<file path="config.mk">
export PLATFORM = sky130hd
export DESIGN_NAME = bp_update_scheduler_flat
export DESIGN_NICKNAME = d
export VERILOG_FILES = /design/src/rtl/bp_update_scheduler_pkg.sv /design/src/rtl/bp_update_scheduler_if.sv /design/src/rtl/bp_res_fifo.sv /design/src/rtl/bp_update_scheduler.sv /design/src/flat_wrapper.sv
export SDC_FILE = /design/constraint.sdc
export NUM_CORES = 1
export LEC_CHECK = 0
export CAP_MARGIN = 20
export CORE_UTILIZATION = 52
export CTS_CLUSTER_SIZE = 8
export DETAILED_ROUTE_END_ITERATION = 10
export PLACE_DENSITY = 0.76
export REMOVE_ABC_BUFFERS = 1
export SYNTH_ARGS = -nofsm -noshare
export SYNTH_HDL_FRONTEND = slang
export SYNTH_SLANG_ARGS = --single-unit
</file>
<file path="constraint.sdc">
create_clock -name CLK -period 2.7 [get_ports CLK]
set_clock_uncertainty 0.2 [all_clocks]
set_input_delay 0.405 -clock CLK [delete_from_list [all_inputs] [get_ports CLK]]
set_output_delay 0.405 -clock CLK [all_outputs]
set_load 0.01 [all_outputs]
</file>
<file path="src/rtl/bp_update_scheduler_pkg.sv">
// Shared types and defaults for the predictor table update scheduler.
// Contents: FSM state encoding, resolution record layout, default parameters.
package bp_update_scheduler_pkg;

    localparam int unsigned DEPTH_DEF      = 4;
    localparam int unsigned IDX_W_DEF      = 6;
    localparam int unsigned STARVE_MAX_DEF = 8;

    typedef enum logic {
        S_CLEAR = 1'b0,
        S_RUN   = 1'b1
    } state_e;

    // One resolved branch, 67 bits: {pc, taken, target, pred}
    typedef struct packed {
        logic [31:0] pc;
        logic        taken;
        logic [31:0] target;
        logic [1:0]  pred;
    } res_t;

endpackage

</file>
<file path="src/rtl/bp_update_scheduler_if.sv">
// Bus between MEM resolution logic / fetch and the update scheduler.
// master: resolution producer and fetch side; slave: the scheduler.
// Optional Stat_* signals exist only when BP_UPD_STATS_EN is defined.
interface bp_update_scheduler_if #(
    parameter int unsigned IDX_W = 6
);
    logic             Res_valid;
    logic [31:0]      Res_pc;
    logic             Res_taken;
    logic [31:0]      Res_target;
    logic [1:0]       Res_pred;
    logic             Lookup_req;
    logic             Upd_valid;
    logic             Upd_clear;
    logic [IDX_W-1:0] Upd_index;
    logic [31:0]      Upd_pc;
    logic             Upd_taken;
    logic [31:0]      Upd_target;
    logic [1:0]       Upd_pred;
    logic             Stall_fetch;
    logic             Ready;
    logic             Full;
`ifdef BP_UPD_STATS_EN
    logic [15:0]      Stat_drops;
    logic [15:0]      Stat_forced;
`endif

    modport master (
        output Res_valid, Res_pc, Res_taken, Res_target, Res_pred, Lookup_req,
        input  Upd_valid, Upd_clear, Upd_index, Upd_pc, Upd_taken, Upd_target,
        input  Upd_pred, Stall_fetch, Ready, Full
`ifdef BP_UPD_STATS_EN
        , input Stat_drops, Stat_forced
`endif
    );

    modport slave (
        input  Res_valid, Res_pc, Res_taken, Res_target, Res_pred, Lookup_req,
        output Upd_valid, Upd_clear, Upd_index, Upd_pc, Upd_taken, Upd_target,
        output Upd_pred, Stall_fetch, Ready, Full
`ifdef BP_UPD_STATS_EN
        , output Stat_drops, Stat_forced
`endif
    );

endinterface

</file>
<file path="src/rtl/bp_res_fifo.sv">
// In-order resolution FIFO, DEPTH x res_t.
// Ports: CLK, RESET (async active-low), push/din, pop, head (current head
// entry), full, empty (both registered). A push while full is dropped unless
// a pop happens on the same edge. No bypass: a pushed entry is visible only
// after the edge that stores it.
module bp_res_fifo
    import bp_update_scheduler_pkg::*;
#(
    parameter int unsigned DEPTH = DEPTH_DEF
) (
    input  logic CLK,
    input  logic RESET,
    input  logic push,
    input  res_t din,
    input  logic pop,
    output res_t head,
    output logic full,
    output logic empty
);

    localparam int unsigned AW = $clog2(DEPTH);
    localparam int unsigned PW = AW + 1;

    logic [PW-1:0] wr_ptr_q, wr_ptr_d, rd_ptr_q, rd_ptr_d;
    logic          full_q, full_d, empty_q, empty_d;
    logic          do_push, do_pop;
    res_t          mem_q [DEPTH];
    res_t          mem_d [DEPTH];

    // Pointer/storage update; pointers carry one extra wrap bit
    always_comb begin
        do_pop   = pop && !empty_q;
        do_push  = push && (!full_q || do_pop);
        mem_d    = mem_q;
        wr_ptr_d = wr_ptr_q + PW'(do_push);
        rd_ptr_d = rd_ptr_q + PW'(do_pop);
        if (do_push) begin
            mem_d[wr_ptr_q[AW-1:0]] = din;
        end
        empty_d = (wr_ptr_d == rd_ptr_d);
        full_d  = (wr_ptr_d[PW-1] != rd_ptr_d[PW-1]) &&
                  (wr_ptr_d[AW-1:0] == rd_ptr_d[AW-1:0]);
    end

    always_ff @(posedge CLK or negedge RESET) begin
        if (!RESET) begin
            wr_ptr_q <= '0;
            rd_ptr_q <= '0;
            full_q   <= 1'b0;
            empty_q  <= 1'b1;
            mem_q    <= '{default: '0};
        end else begin
            wr_ptr_q <= wr_ptr_d;
            rd_ptr_q <= rd_ptr_d;
            full_q   <= full_d;
            empty_q  <= empty_d;
            mem_q    <= mem_d;
        end
    end

    assign head  = mem_q[rd_ptr_q[AW-1:0]];
    assign full  = full_q;
    assign empty = empty_q;

endmodule

</file>
<file path="src/rtl/bp_update_scheduler.sv">
// Sequences all writes into the shared predictor-table write port.
// After reset it sweeps every index with a clear write, then issues queued
// branch resolutions in cycles where fetch is not reading, forcing an issue
// (and stalling fetch) after STARVE_MAX blocked cycles.
// Ports: CLK, RESET (async active-low), bus (slave modport of
// bp_update_scheduler_if). All bus outputs are registered.
// Build option BP_UPD_STATS_EN adds Stat_drops / Stat_forced counters.
module bp_update_scheduler
    import bp_update_scheduler_pkg::*;
#(
    parameter int unsigned DEPTH      = DEPTH_DEF,
    parameter int unsigned IDX_W      = IDX_W_DEF,
    parameter int unsigned STARVE_MAX = STARVE_MAX_DEF
) (
    input  logic                  CLK,
    input  logic                  RESET,
    bp_update_scheduler_if.slave  bus
);

    localparam int unsigned CNT_W = $clog2(STARVE_MAX + 1);

    state_e           state_q, state_d;
    logic [IDX_W-1:0] sweep_q, sweep_d;
    logic [CNT_W-1:0] starve_q, starve_d;
    logic             upd_valid_q, upd_valid_d;
    logic             upd_clear_q, upd_clear_d;
    logic [IDX_W-1:0] upd_index_q, upd_index_d;
    res_t             upd_res_q, upd_res_d;
    logic             stall_q, stall_d;
    logic             ready_q, ready_d;
    logic             pop, forced;
    logic             fifo_full, fifo_empty;
    res_t             res_in, head;

    assign res_in = {bus.Res_pc, bus.Res_taken, bus.Res_target, bus.Res_pred};

    bp_res_fifo #(.DEPTH(DEPTH)) u_fifo (
        .CLK   (CLK),
        .RESET (RESET),
        .push  (bus.Res_valid),
        .din   (res_in),
        .pop   (pop),
        .head  (head),
        .full  (fifo_full),
        .empty (fifo_empty)
    );

    // Next state, sweep/starvation counters and next output values
    always_comb begin
        state_d     = state_q;
        sweep_d     = sweep_q;
        starve_d    = starve_q;
        upd_valid_d = 1'b0;
        upd_clear_d = 1'b0;
        upd_index_d = '0;
        upd_res_d   = '0;
        stall_d     = 1'b0;
        ready_d     = 1'b0;
        pop         = 1'b0;
        forced      = 1'b0;
        case (state_q)
            S_CLEAR: begin
                upd_valid_d = 1'b1;
                upd_clear_d = 1'b1;
                upd_index_d = sweep_q;
                sweep_d     = sweep_q + IDX_W'(1);
                if (sweep_q == {IDX_W{1'b1}}) begin
                    state_d = S_RUN;
                end
            end
            S_RUN: begin
                ready_d = 1'b1;
                forced  = (starve_q == CNT_W'(STARVE_MAX));
                if (fifo_empty) begin
                    starve_d = '0;
                end else if (!bus.Lookup_req || forced) begin
                    pop         = 1'b1;
                    upd_valid_d = 1'b1;
                    upd_index_d = head.pc[IDX_W+1:2];
                    upd_res_d   = head;
                    stall_d     = forced;
                    starve_d    = '0;
                end else begin
                    starve_d = starve_q + CNT_W'(1);
                end
            end
            default: state_d = S_CLEAR;
        endcase
    end

    always_ff @(posedge CLK or negedge RESET) begin
        if (!RESET) begin
            state_q     <= S_CLEAR;
            sweep_q     <= '0;
            starve_q    <= '0;
            upd_valid_q <= 1'b0;
            upd_clear_q <= 1'b0;
            upd_index_q <= '0;
            upd_res_q   <= '0;
            stall_q     <= 1'b0;
            ready_q     <= 1'b0;
        end else begin
            state_q     <= state_d;
            sweep_q     <= sweep_d;
            starve_q    <= starve_d;
            upd_valid_q <= upd_valid_d;
            upd_clear_q <= upd_clear_d;
            upd_index_q <= upd_index_d;
            upd_res_q   <= upd_res_d;
            stall_q     <= stall_d;
            ready_q     <= ready_d;
        end
    end

    assign bus.Upd_valid   = upd_valid_q;
    assign bus.Upd_clear   = upd_clear_q;
    assign bus.Upd_index   = upd_index_q;
    assign bus.Upd_pc      = upd_res_q.pc;
    assign bus.Upd_taken   = upd_res_q.taken;
    assign bus.Upd_target  = upd_res_q.target;
    assign bus.Upd_pred    = upd_res_q.pred;
    assign bus.Stall_fetch = stall_q;
    assign bus.Ready       = ready_q;
    assign bus.Full        = fifo_full;

`ifdef BP_UPD_STATS_EN
    logic [15:0] stat_drops_q, stat_drops_d;
    logic [15:0] stat_forced_q, stat_forced_d;
    logic        drop;

    // Saturating event counters; a drop is a push refused by a full FIFO
    always_comb begin
        drop          = bus.Res_valid && fifo_full && !pop;
        stat_drops_d  = stat_drops_q;
        stat_forced_d = stat_forced_q;
        if (drop && (stat_drops_q != 16'hFFFF)) begin
            stat_drops_d = stat_drops_q + 16'd1;
        end
        if (pop && forced && (stat_forced_q != 16'hFFFF)) begin
            stat_forced_d = stat_forced_q + 16'd1;
        end
    end

    always_ff @(posedge CLK or negedge RESET) begin
        if (!RESET) begin
            stat_drops_q  <= '0;
            stat_forced_q <= '0;
        end else begin
            stat_drops_q  <= stat_drops_d;
            stat_forced_q <= stat_forced_d;
        end
    end

    assign bus.Stat_drops  = stat_drops_q;
    assign bus.Stat_forced = stat_forced_q;
`endif

endmodule

</file>
<file path="src/flat_wrapper.sv">
// flat-port wrapper written by rule: the top's interface ports become plain ports
module bp_update_scheduler_flat import bp_update_scheduler_pkg::*;
#(
    parameter int unsigned DEPTH      = DEPTH_DEF,
    parameter int unsigned IDX_W      = IDX_W_DEF,
    parameter int unsigned STARVE_MAX = STARVE_MAX_DEF
)
  (CLK, RESET, bus_Res_valid, bus_Res_pc, bus_Res_taken, bus_Res_target, bus_Res_pred, bus_Lookup_req, bus_Upd_valid, bus_Upd_clear, bus_Upd_index, bus_Upd_pc, bus_Upd_taken, bus_Upd_target, bus_Upd_pred, bus_Stall_fetch, bus_Ready, bus_Full);
  bp_update_scheduler_if #(.IDX_W(IDX_W)) bus_i ();
  input  logic CLK;
  input  logic RESET;
  input wire logic [$bits(bus_i.Res_valid)-1:0] bus_Res_valid;
  input wire logic [$bits(bus_i.Res_pc)-1:0] bus_Res_pc;
  input wire logic [$bits(bus_i.Res_taken)-1:0] bus_Res_taken;
  input wire logic [$bits(bus_i.Res_target)-1:0] bus_Res_target;
  input wire logic [$bits(bus_i.Res_pred)-1:0] bus_Res_pred;
  input wire logic [$bits(bus_i.Lookup_req)-1:0] bus_Lookup_req;
  output wire logic [$bits(bus_i.Upd_valid)-1:0] bus_Upd_valid;
  output wire logic [$bits(bus_i.Upd_clear)-1:0] bus_Upd_clear;
  output wire logic [$bits(bus_i.Upd_index)-1:0] bus_Upd_index;
  output wire logic [$bits(bus_i.Upd_pc)-1:0] bus_Upd_pc;
  output wire logic [$bits(bus_i.Upd_taken)-1:0] bus_Upd_taken;
  output wire logic [$bits(bus_i.Upd_target)-1:0] bus_Upd_target;
  output wire logic [$bits(bus_i.Upd_pred)-1:0] bus_Upd_pred;
  output wire logic [$bits(bus_i.Stall_fetch)-1:0] bus_Stall_fetch;
  output wire logic [$bits(bus_i.Ready)-1:0] bus_Ready;
  output wire logic [$bits(bus_i.Full)-1:0] bus_Full;
  assign bus_i.Res_valid = bus_Res_valid;
  assign bus_i.Res_pc = bus_Res_pc;
  assign bus_i.Res_taken = bus_Res_taken;
  assign bus_i.Res_target = bus_Res_target;
  assign bus_i.Res_pred = bus_Res_pred;
  assign bus_i.Lookup_req = bus_Lookup_req;
  assign bus_Upd_valid = bus_i.Upd_valid;
  assign bus_Upd_clear = bus_i.Upd_clear;
  assign bus_Upd_index = bus_i.Upd_index;
  assign bus_Upd_pc = bus_i.Upd_pc;
  assign bus_Upd_taken = bus_i.Upd_taken;
  assign bus_Upd_target = bus_i.Upd_target;
  assign bus_Upd_pred = bus_i.Upd_pred;
  assign bus_Stall_fetch = bus_i.Stall_fetch;
  assign bus_Ready = bus_i.Ready;
  assign bus_Full = bus_i.Full;
  bp_update_scheduler #(.DEPTH(DEPTH), .IDX_W(IDX_W), .STARVE_MAX(STARVE_MAX)) u_core (.CLK(CLK), .RESET(RESET), .bus(bus_i));
endmodule
</file>
## Word-level counts from Yosys, hierarchy flattened

Cells that the tools add are included.

| operators by class | value |
|---|---|
| magnitude comparators | 3 |
| eq/ne operators | 5 |
| add/sub/neg operators | 4 |
| reductions and logical operators | 9 |
| bitwise gates (word level) | 3 |
| multiplexer cells | 25 |

Operators by type and width:

| operator | number |
|---|---|
| $mux W67 | 6 |
| $bwmux W268 | 1 |
| $bmux W67 S2 | 1 |
| $demux W67 S2 | 1 |
| $mux W6 | 2 |
| $pmux W6 S2 | 1 |
| $mux W1 | 10 |
| $mux W4 | 2 |
| $add A3 B1 Y3 | 2 |
| $add A6 B1 Y6 const B | 1 |
| $eq A6 B6 Y1 const B | 1 |
| $ge A3 B3 Y1 const B | 2 |
| $not A2 Y3 | 2 |
| $add A4 B1 Y4 const B | 1 |
| $eq A4 B4 Y1 const B | 1 |
| $logic_and A1 B1 Y1 | 4 |
| $eq A3 B3 Y1 | 1 |
| $logic_not A1 Y1 | 3 |
| $lt A3 B1 Y1 const B | 1 |
| $eq A2 B2 Y1 | 1 |
| $logic_or A1 B1 Y1 | 2 |
| $pmux W1 S2 | 1 |
| $ne A1 B1 Y1 | 1 |
| $not A1 Y1 | 1 |

| word-level totals | value |
|---|---|
| word-level logic and storage cells | 81 |
| output and inout bits | 78 |
| flip-flop bits (word level) | 364 |
| input port bits | 71 |

## Longest topological paths before layout

| logic depth | value |
|---|---|
| depth in word-level cells | 11 |
| gate-level depth with buffers | 13 |
| mapped depth without buffers | 10 |

## Hierarchy

Synthesis repeated with hierarchy kept, for this count alone.

| unflattened totals | value |
|---|---|
| cell total of the unflattened synthesis | 888 |
| area total of the unflattened synthesis | 14936.8 sq um |

By module, submodules not included:

| module | instances | seq. area each (sq um) | cells each | area an instance (sq um) |
|---|---|---|---|---|
| bp_res_fifo | 1 | 6907.9 | 678 | 11887.7 |
| bp_update_scheduler | 1 | 2202.1 | 210 | 3049.2 |

## Worst setup path before layout

No wires, ideal clock.

| path | value |
|---|---|
| kind | register -> register |
| from | register u_core.starve_q[0] |
| to | register u_core.u_fifo.full_q, in the netlist u_core.u_fifo.full |
| buffers on the path | 3 |
| slack | 0.047 ns |
| period minus slack after synthesis | 2.653 ns |
| cell stages (with the launch flop) | 14 |
| data required time | 2.427 ns |
| arrival time | 2.380 ns |
| setup time | 0.073 ns |
| cell sequence | dfrtp_1 -> inv_1 -> ha_1 -> and3b_1 -> buf_6 -> o221ai_4 -> buf_2 -> buf_4 -> inv_2 -> ha_1 -> ha_1 -> xor2_1 -> xnor2_1 -> nor2b_1 |

| between the ends | value |
|---|---|
| longest elaborated chain between the ends | 11 |
| elaborated cells between the ends (all ways) | 13 |
| those cells by class | 2 x add/sub; 3 x eq/ne; 3 x mux; 5 x reduce/logical |

RTL lines:

| what | RTL line | source |
|---|---|---|
| start, declared | bp_update_scheduler.sv:24 | `logic [CNT_W-1:0] starve_q, starve_d;` |
| start signal, assigned | bp_update_scheduler.sv:105 | `starve_q <= starve_d;` |
| $eq A4 B4 Y1 | bp_update_scheduler.sv:73 | `forced = (starve_q == CNT_W'(STARVE_MAX));` |
| $logic_or A1 B1 Y1 | bp_update_scheduler.sv:76 | `end else if (!bus.Lookup_req \|\| forced) begin` |
| $mux W1 | bp_update_scheduler.sv:76 |  |
| $mux W1 | bp_update_scheduler.sv:74 | `if (fifo_empty) begin` |
| $mux W1 | bp_update_scheduler.sv:61 | `case (state_q)` |
| $logic_and A1 B1 Y1 | bp_res_fifo.sv:32 | `do_pop = pop && !empty_q;` |
| $logic_or A1 B1 Y1 | bp_res_fifo.sv:33 | `do_push = push && (!full_q \|\| do_pop);` |
| $logic_and A1 B1 Y1 | bp_res_fifo.sv:33 |  |
| $add A3 B1 Y3 | bp_res_fifo.sv:35 | `wr_ptr_d = wr_ptr_q + PW'(do_push);` |
| named net u_core.u_fifo.wr_ptr_d[2] | bp_res_fifo.sv:24 | `logic [PW-1:0] wr_ptr_q, wr_ptr_d, rd_ptr_q, rd_ptr_d;` |
| $ne A1 B1 Y1 | bp_res_fifo.sv:41 | `full_d = (wr_ptr_d[PW-1] != rd_ptr_d[PW-1]) &&` |
| $logic_and A1 B1 Y1 | bp_res_fifo.sv:41 |  |
| named net u_core.u_fifo.full_d | bp_res_fifo.sv:25 | `logic full_q, full_d, empty_q, empty_d;` |
| end signal, assigned | bp_res_fifo.sv:55 | `full_q <= full_d;` |
| end, declared | bp_res_fifo.sv:25 |  |

The timed path passes the listed nets, and every way through them passes these cells.
A chain may end at the register's enable or synchronous reset.

## Final worst setup path

| path | value |
|---|---|
| from | register u_core.starve_q[0] |
| to | register u_core.u_fifo.mem_q[34] in the netlist's numbering |

| between the ends | value |
|---|---|
| longest elaborated chain between the ends | 8 |

RTL lines:

| what | RTL line | source |
|---|---|---|
| $eq A4 B4 Y1 | bp_update_scheduler.sv:73 |  |
| $logic_or A1 B1 Y1 | bp_update_scheduler.sv:76 |  |
| $mux W1 | bp_update_scheduler.sv:76 |  |
| $mux W1 | bp_update_scheduler.sv:74 |  |
| $mux W1 | bp_update_scheduler.sv:61 |  |
| $logic_and A1 B1 Y1 | bp_res_fifo.sv:32 |  |
| $logic_or A1 B1 Y1 | bp_res_fifo.sv:33 |  |
| $logic_and A1 B1 Y1 | bp_res_fifo.sv:33 |  |
| end signal, assigned | bp_res_fifo.sv:57 | `mem_q <= mem_d;` |
| end, declared | bp_res_fifo.sv:27 | `res_t mem_q [DEPTH];` |

Every way passes these cells.

==> flow_metrics.env <==
export IMPL_drive_gt1_share_pct=18.7
export IMPL_report_final_slew_viol_count=0
export IMPL_finalCritPeriodShare_pct=93.2
export IMPL_critPathLaunchType="register"
export IMPL_drt_iter0_markers=1167
export IMPL_wl_um=44900
export IMPL_setup_tns_ns=0
export IMPL_clk_pin_slew_ns=0.05
export IMPL_num_rows=65
export IMPL_ir_drop_mv=0.692
export IMPL_p_leak_nw=8.77
export IMPL_dieHeight_um=182
export IMPL_max_clock_path_buffers=3
export IMPL_ctsResizeCount=0
export IMPL_gp_congestion=0.810
export IMPL_max_freq_mhz=397
export IMPL_crit_slowest_cell="buf_12"
export IMPL_post_cts_buffers=0
export IMPL_setup_viol=0
export IMPL_ys_seq_area_share_pct=53.9
export IMPL_cap_violations=0
export IMPL_detail_route_wl_per_cell_um=21.7
export IMPL_synth_seq_cells=364
export IMPL_ys_warn_count=0
export IMPL_crit_type="register to register"
export IMPL_tightest_slew_ns=0.973
export IMPL_rsz0062_at_grt="false"
export IMPL_ctsHtreeMaxLevel=2
export IMPL_register_area_um2=9120
export IMPL_cts_hold_buf=1
export IMPL_grt_max_degree=106
export IMPL_initial_core_util_pct=53.1
export IMPL_relSlewSlack_pct=35.1
export IMPL_die_x_um=182
export IMPL_cts_tree="done"
export IMPL_nFillCells=2415
export IMPL_crit_fanout=86
export IMPL_worst_r2r_path_depth=7
export IMPL_grt_pass1_vias=13100
export IMPL_arrival_ns=2.74
export IMPL_crit_chain="inv_1, ha_1, and3b_1, o221ai_4, buf_12, buf_12, o22ai_1"
export IMPL_syn_inst=1522
export IMPL_p_per_area_nw_per_um2=1020
export IMPL_ant_nets=0
export IMPL_cp_depth=7
export IMPL_syn_to_final_growth_pct=19.5
export IMPL_avgSynthCellArea_um2=11.1
export IMPL_cts_buffers=51
export IMPL_path_delay_family="buffers and inverters"
export IMPL_drt_pass1_iterations=6
export IMPL_post_dp_hpwl_um=23400
export IMPL_worst_path_buf_inv=3
export IMPL_portBuffers=148
export IMPL_critPathMaxStageDelay_ns=0.43
export IMPL_ios=149
export IMPL_cts_root_buf="clkbuf_16"
export IMPL_die_area_um2=33200
export IMPL_grt_use_total_pct=27.6
export IMPL_synth_area_um2=16900
export IMPL_mostFrequentLayoutCells="nand2_1 (540), dfrtp_1 (361), o22ai_1 (148)"
export IMPL_multiInputGateArea_um2=7030
export IMPL_vias_per_cell=6.04
export IMPL_grt_overflow=0
export IMPL_core_area_um2=31800
export IMPL_crit_top_cell="buf_12"
export IMPL_status="finished, final reports clean"
export IMPL_hold_class="input port to asynchronous set/reset pin"
export IMPL_cts_sinks=364
export IMPL_final_common_cell="nand2_1"
export IMPL_antenna_found_initial=2
export IMPL_whs_ns=0.0864
export IMPL_final_nets=1702
export IMPL_period_needed_ns=2.52
export IMPL_clk_latency_ns=0.56
export IMPL_ys_types=36
export IMPL_drc=0
export IMPL_hold_viol_final=0
export IMPL_grt_pass1_wl_um=71800
export IMPL_cp_end_kind="register"
export IMPL_required_ns=2.92
export IMPL_vias=12500
-- synthesized netlist by cell type --
library cell  count  area [um2]
nand2_1         540        2030
dfrtp_1         363        9080
o22ai_1         148         926
o22ai_2         120        1500
clkbuf_1         71         267
and2_1           68         425
mux4_2           67        1510
buf_2            31         155
buf_6            26         293
buf_4            15         113
xnor2_1           8        70.1
ha_1              7        87.6
inv_1             7        26.3
a22o_1            6        52.6
nor2_1            5        18.8
nand4_1           4        25.0
nor2b_1           4        25.0
o2111a_1          4        45.0
o21ai_0           4        20.0
a31oi_1           2        12.5
mux2i_1           2        20.0
nand3_1           2        10.0
nand4b_1          2        17.5
nand4bb_1         2        22.5
or4b_1            2        20.0
xor2_1            2        17.5
a21oi_1           1        5.00
and2b_1           1        7.51
and3b_1           1        8.76
buf_1             1        3.75
dfstp_2           1        26.3
inv_2             1        3.75
mux2_2            1        11.3
nand2b_1          1        6.26
nand3b_1          1        7.51
o221ai_4          1        26.3
-- metal layers --
layer	routed length (um)	global-route usage (%)
met3	3470	5.07
met2	22200	45.0
met4	1050	9.34
met5	0	0
met1	18200	37.5
-- where the power goes --
group	switching, mW	internal, mW	total [mW]
clock	2.25	3.41	5.66
combinational	3.58	3.08	6.66
sequential	0.996	7.31	8.31
-- metrics by stage --
step                std cells  area, um2  utilization, %  setup WS (ns)  power (mW)
global route             2070      20200            63.5         0.0795        21.7
floorplan                1378      16100               -          -3.77        13.0
global placement         2005      18800            59.1          0.143        14.6
detailed placement       2005      18800            59.1          0.100        14.9
CTS                      2069      20200            63.5          0.203        20.7
finish                   2071      20200            63.5          0.183        20.6
-- kinds of logic (layout without fill, tap and decap cells) --
family / count (synthesis) / count (layout) / share of synthesized area, %
XOR/XNOR: 10 / 10 / 0.518
AO/OA/AOI/OAI: 286 / 286 / 15.3
buffers and inverters: 152 / 264 / 5.09
other: 0 / 2 / 0
multiplexers: 70 / 70 / 9.12
AND/OR/NAND/NOR: 633 / 633 / 15.5
flip-flops: 364 / 364 / 53.9
adder cells (fa/ha/maj): 7 / 7 / 0.518
-- worst paths after layout --
check                                                     from                                   end  slack, ns
max in group asynchronous                                RESET  u_core.u_fifo.mem_q[259]$_DFFE_PN0P_       1.33
min reg2reg                u_core.u_fifo.wr_ptr_q[2]$_DFF_PN0_   u_core.u_fifo.wr_ptr_q[2]$_DFF_PN0_       0.28
min                                                      RESET  u_core.u_fifo.mem_q[216]$_DFFE_PN0P_       0.09
max                             u_core.starve_q[0]$_DFFE_PN0P_   u_core.u_fifo.mem_q[34]$_DFFE_PN0P_       0.18
max reg2reg                     u_core.starve_q[0]$_DFFE_PN0P_   u_core.u_fifo.mem_q[34]$_DFFE_PN0P_       0.18
min in group CLK           u_core.u_fifo.wr_ptr_q[2]$_DFF_PN0_   u_core.u_fifo.wr_ptr_q[2]$_DFF_PN0_       0.28
-- flip-flops by register name, indices dropped and copies added (netlist names) --
signal                  count
u_core.u_fifo.mem_q       268
u_core.bus.Upd_pc          32
u_core.bus.Upd_target      32
u_core.bus.Upd_index        6
u_core.sweep_q              6
u_core.starve_q             4
u_core.u_fifo.rd_ptr_q      3
u_core.u_fifo.wr_ptr_q      3
u_core.bus.Upd_pred         2
u_core.bus.Ready            1
u_core.bus.Stall_fetch      1
u_core.bus.Upd_clear        1
u_core.bus.Upd_taken        1
u_core.bus.Upd_valid        1
u_core.state_q              1
u_core.u_fifo.empty         1
u_core.u_fifo.full          1
-- layout make-up --
type | instances | area share [%]
diodes | 2 | 0.0248
clock buffers | 60 | 6.59
clock inverters | 3 | 0.273
inverters | 8 | 0.149
multi-input cells | 1006 | 34.8
flip-flops and latches | 364 | 45.2
well taps | 435 | 2.70
repair buffers | 193 | 10.3
Power figures use the tool's default switching activity.
